### src/rtl/word_byte_sequencer.sv
// rtl/word_byte_sequencer.sv - serializes 32-bit words into a 1-4 byte stream, LSB- or MSB-first
module word_byte_sequencer #(
   parameter bit MSB_FIRST = 1'b0
) (
   input  logic        clk,
   input  logic        rst,
   input  logic        word_valid,
   output logic        word_ready,
   input  logic [31:0] word_data,
   input  logic [1:0]  word_len,
   output logic        byte_valid,
   input  logic        byte_ready,
   output logic [7:0]  byte_data,
   output logic        byte_last,
   output logic [1:0]  sel,
   output logic        busy
);

   typedef enum logic {
      IDLE = 1'b0,
      SEND = 1'b1
   } state_t;

   state_t      state;
   state_t      state_nxt;
   logic [1:0]  cnt;
   logic [31:0] word_reg;
   logic [1:0]  len_reg;
   logic        word_take;
   logic        byte_take;

   assign word_take = word_valid & word_ready;
   assign byte_take = byte_valid & byte_ready;

   // State register; reset abandons any word in flight
   always_ff @(posedge clk) begin
      if (rst) begin
         state <= IDLE;
      end else begin
         state <= state_nxt;
      end
   end

   // Next state: leave SEND only when the final byte goes out with no word waiting
   always_comb begin
      state_nxt = state;
      case (state)
         IDLE: begin
            if (word_valid) begin
               state_nxt = SEND;
            end
         end
         SEND: begin
            if (byte_take && byte_last && !word_valid) begin
               state_nxt = IDLE;
            end
         end
         default: state_nxt = IDLE;
      endcase
   end

   // Outputs: word_ready in SEND follows byte_ready on the last byte so words chain without a bubble
   always_comb begin
      word_ready = 1'b0;
      byte_valid = 1'b0;
      busy       = 1'b0;
      byte_last  = 1'b0;
      sel        = 2'd0;
      case (state)
         IDLE: begin
            word_ready = 1'b1;
         end
         SEND: begin
            byte_valid = 1'b1;
            busy       = 1'b1;
            byte_last  = (cnt == len_reg);
            sel        = MSB_FIRST ? (len_reg - cnt) : cnt;
            word_ready = byte_ready & byte_last;
         end
         default: ;
      endcase
   end

   // 4:1 byte-lane mux on the held word
   always_comb begin
      byte_data = 8'h00;
      case (sel)
         2'd0: byte_data = word_reg[7:0];
         2'd1: byte_data = word_reg[15:8];
         2'd2: byte_data = word_reg[23:16];
         2'd3: byte_data = word_reg[31:24];
         default: byte_data = 8'h00;
      endcase
   end

   // Word/length capture and byte counter; a new word always restarts the count
   always_ff @(posedge clk) begin
      if (rst) begin
         cnt      <= 2'd0;
         word_reg <= 32'd0;
         len_reg  <= 2'd0;
      end else if (word_take) begin
         cnt      <= 2'd0;
         word_reg <= word_data;
         len_reg  <= word_len;
      end else if (byte_take && !byte_last) begin
         cnt <= cnt + 2'd1;
      end
   end

endmodule

### config.mk
export PLATFORM = sky130hd
export DESIGN_NAME = word_byte_sequencer
export DESIGN_NICKNAME = d
export VERILOG_FILES = /design/src/rtl/word_byte_sequencer.sv
export SDC_FILE = /design/constraint.sdc
export NUM_CORES = 1
export LEC_CHECK = 0
export ABC_AREA = 1
export CAP_MARGIN = 20
export CORE_MARGIN = 2
export CORE_UTILIZATION = 30
export CTS_CLUSTER_SIZE = 28
export DETAILED_ROUTE_END_ITERATION = 7
export HOLD_SLACK_MARGIN = 0.02
export PLACE_DENSITY_LB_ADDON = 0.3
export REMOVE_ABC_BUFFERS = 1
export SETUP_SLACK_MARGIN = 0.02
export SLEW_MARGIN = 20
export SYNTH_ARGS = -nofsm -noshare
export SYNTH_HDL_FRONTEND = slang
export SYNTH_SLANG_ARGS = --single-unit
export TNS_END_PERCENT = 20
### constraint.sdc
create_clock -name clk -period 1.35 [get_ports clk]
set_input_delay 0.27 -clock clk [delete_from_list [all_inputs] [get_ports clk]]
set_output_delay 0.27 -clock clk [all_outputs]
set_load 0.03 [all_outputs]
==> metrics.txt <==
Crit Path Class=reg -> out; IO buf count=51; Post-Route WL=5080 um; skew final=~0.0076 ns; Max-slew headroom=0.780; area grow syn2layout=54.9%; RSZ-0062 raised after global routing=yes; Clk Latency, worst-skew pair=~0.29 ns; total overflow reported by the global router=0; Boundary Pins=between 50 and 60; met1 usage=0.183; hold buffer count at cts=0; wire per inst=approximately 12 um; vias=between 1,500 and 2,000; met2 Use GR=0.236; NumNets Final=approximately 400; clock network fraction of design power=0.286; Clock Path Buffers=2; logic gate share of total power=0.259; die span in y=84.0 um; GR Util met3=0.0396; All-Layer GR Usage=0.143; Critical Path AT=about 1.4 ns; ranking of synthesized cells by area=dfxtp_1 (39%), nand2_1 (15%), nand3_1 (9.4%), a21oi_1 (9.1%), inv_1 (8.0%); CP endpoint kind=output port; Max Cap Viol=0; R2R cell count=10; DRC Markers=0; Final min period=approximately 1.7 ns; Synth Register Bits=37; die area=around 7100 um^2; post-synthesis sequential area ratio=0.386; WHS Endpoint=word_reg[8]; CP dominant cell by count=buf_6; vias in the first global route=~1,900; Initial Util=0.306; H-tree depth=2; Fin. Hold Viols=0; Util after Layout=0.474; PwrDens=a little over 900 nW/um^2; Initial DRC Count=~110; failing checks=negative setup slack; sequential power share=0.455; status=finished with violations; switching share of power=0.287; share of cells above drive strength 1=0.234; hold_ws=slightly below 0.5 ns; max incr delay on CP=about 0.33 ns; Static Leak=about 0.0014 uW; RR Endpoint=word_reg[5]; chip width=84.0 um; # setup viols final=48; vias per inst=4.48; Worst Hold Class=reg -> reg; Clock Pin Slew Worst Setup and Hold Paths=roughly 0.07 ns; CTS Buf Count=5; hold_sp=word_reg[8]; pre-CTS setup slack=-0.301 ns; CTS tree=yes; number of diodes=0; most used routing layer in global routing=met2; Max Slew Vio Count=0; Worst Path Required=between 1 and 1.5 ns; FP Rows=29; Worst R2R Setup Slack=-0.13 ns; Mean Syn Cell Area=between 6 and 7 um^2; Hold Crit Depth=2; Worst-Margin Slew=0.331 ns; GP Congestion=just under 0.8; Critical R2R Launch=cnt[0]; Core ar.=6280 um^2; crit-path cells=buf_6 > nand2_4 > inv_4 > nor2_4 > buf_12 > nand2_1 > nand4_1 > buf_6; Final Cycle Share=1.25; Root Buffer=clkbuf_8; max reg flops=32; post-DP HPWL=3160 um; Post-Syn Area=between 1500 and 2000 um^2; Yosys warnings=0; setup ws final=-0.339 ns; remaining antenna violation count after routing=0; Fillers=674; CP Max Fanout=8; CTS Sinks=37; CP max stage cell=dfxtp_2; peak supply drop=~460 uV; Max Fclk=592 MHz; Yosys cell types=19; largest net degree at the start of global routing=between 70 and 80; Pint=around 2000 uW; largest area contributor in the netlist=dfxtp_1; first-pass GRT wire length=8290 um; Critical Path Start Type=register; Psw=roughly 780 uW; initial antenna violation count=0; synthesized instance count=between 300 and 400; TritonRoute pass-1 iters=4; Yosys top cell area share=0.386
## logic make-up (layout without fill, tap and decap cells)
family	after synthesis	in the layout	synth area share
AND/OR/NAND/NOR	162	162	0.356
AO/OA/AOI/OAI	36	36	0.0951
buffers and inverters	63	126	0.149
flip-flops	37	37	0.386
XOR/XNOR	3	3	0.0137
## placed cells by master (no fill, tap or decap)
master	synthesis	layout
nand2_1	76	63
inv_1	41	39
nand3_1	36	36
nor2_1	41	36
clkdlybuf4s50_1	0	36
dfxtp_1	37	34
a21oi_1	35	24
buf_6	5	20
a21oi_2	0	11
buf_4	3	11
nand2_2	0	9
nand4_1	7	7
clkbuf_8	0	6
nand2_4	1	5
buf_12	0	5
inv_4	0	3
nor2_4	0	3
nor2_2	0	2
xor2_1	2	2
clkbuf_16	0	2
dfxtp_2	0	2
a22oi_1	1	1
xnor2_4	0	1
nand3_2	1	1
clkinv_1	1	1
clkinvlp_4	0	1
dfxtp_4	0	1
buf_2	1	1
buf_8	0	1
## worst max-delay path by stage
stage           start            to
2_1_floorplan   state  byte_data[0]
3_3_place_gp    state  byte_data[2]
3_5_place_dp   cnt[1]  byte_data[7]
4_1_cts        cnt[1]  byte_data[0]
5_1_grt         state  byte_data[0]
6_report        state  byte_data[7]
## final cells by class
cell class              instances  area, um^2  area share
clock buffers                   6        82.6      0.0278
clock inverters                 1        7.51     0.00252
inverters                      43         169      0.0568
multi-input cells             201        1030       0.347
flip-flops and latches         37         747       0.251
well taps                      77        96.3      0.0324
repair buffers                 76         838       0.282
## what timing repair did
item | 4_1_cts | 5_1_grt
setup endpoints to repair | 49 | 51
gates cloned | 0 | 2
resized for setup | 44 | 28
pin swaps | 12 | 10
setup buffers | 4 | 0
## cell usage after synthesis
cell,number
buf_6,5
clkbuf_1,9
nand2_4,1
dfxtp_1,37
a22oi_1,1
xnor2_1,1
clkinv_1,1
nand2_1,76
nor2_1,41
nand4_1,7
buf_1,2
inv_2,1
inv_1,41
xor2_1,2
buf_2,1
nand3_1,36
buf_4,3
nand3_2,1
a21oi_1,35
## layer usage
layer | vias up | part of all wire | routed length (um)
li1 | 1059 | - | -
met2 | 36 | 0.47 | 2410
met4 | 0 | 0.011 | 55
met5 | - | 0 | 0
met1 | 871 | 0.47 | 2400
met3 | 8 | 0.043 | 216
## metrics by stage
step / cell area (um^2) / power, uW / setup TNS, ns / instances
6_report: 2970 / 2730 / -6.86 / 441
5_1_grt: 2970 / 2890 / -10.32 / 441
4_1_cts: 2810 / 2690 / -6.09 / 439
3_5_place_dp: 2550 / 1850 / -7.38 / 428
3_3_place_gp: 2550 / 1850 / -7.61 / 428
2_1_floorplan: 1800 / 1560 / -18.27 / 281
## power by group through the flow
stage | Sequential (uW) | Combinational, uW | Clock [uW]
final | 1240 | 707 | 781
after global routing | 1250 | 784 | 852
after CTS | 1230 | 644 | 811
after detailed placement | 1250 | 602 | 0
after global placement | 1250 | 599 | 0
after floorplan | 1250 | 308 | 0
## critical path, delay by kind of cell (launching register included)
kind / cells / cell delay [ns]
buf+inv: 4 / 0.45
simple gates: 4 / 0.36
flops: 1 / 0.33
Power figures use the tool's default switching activity.
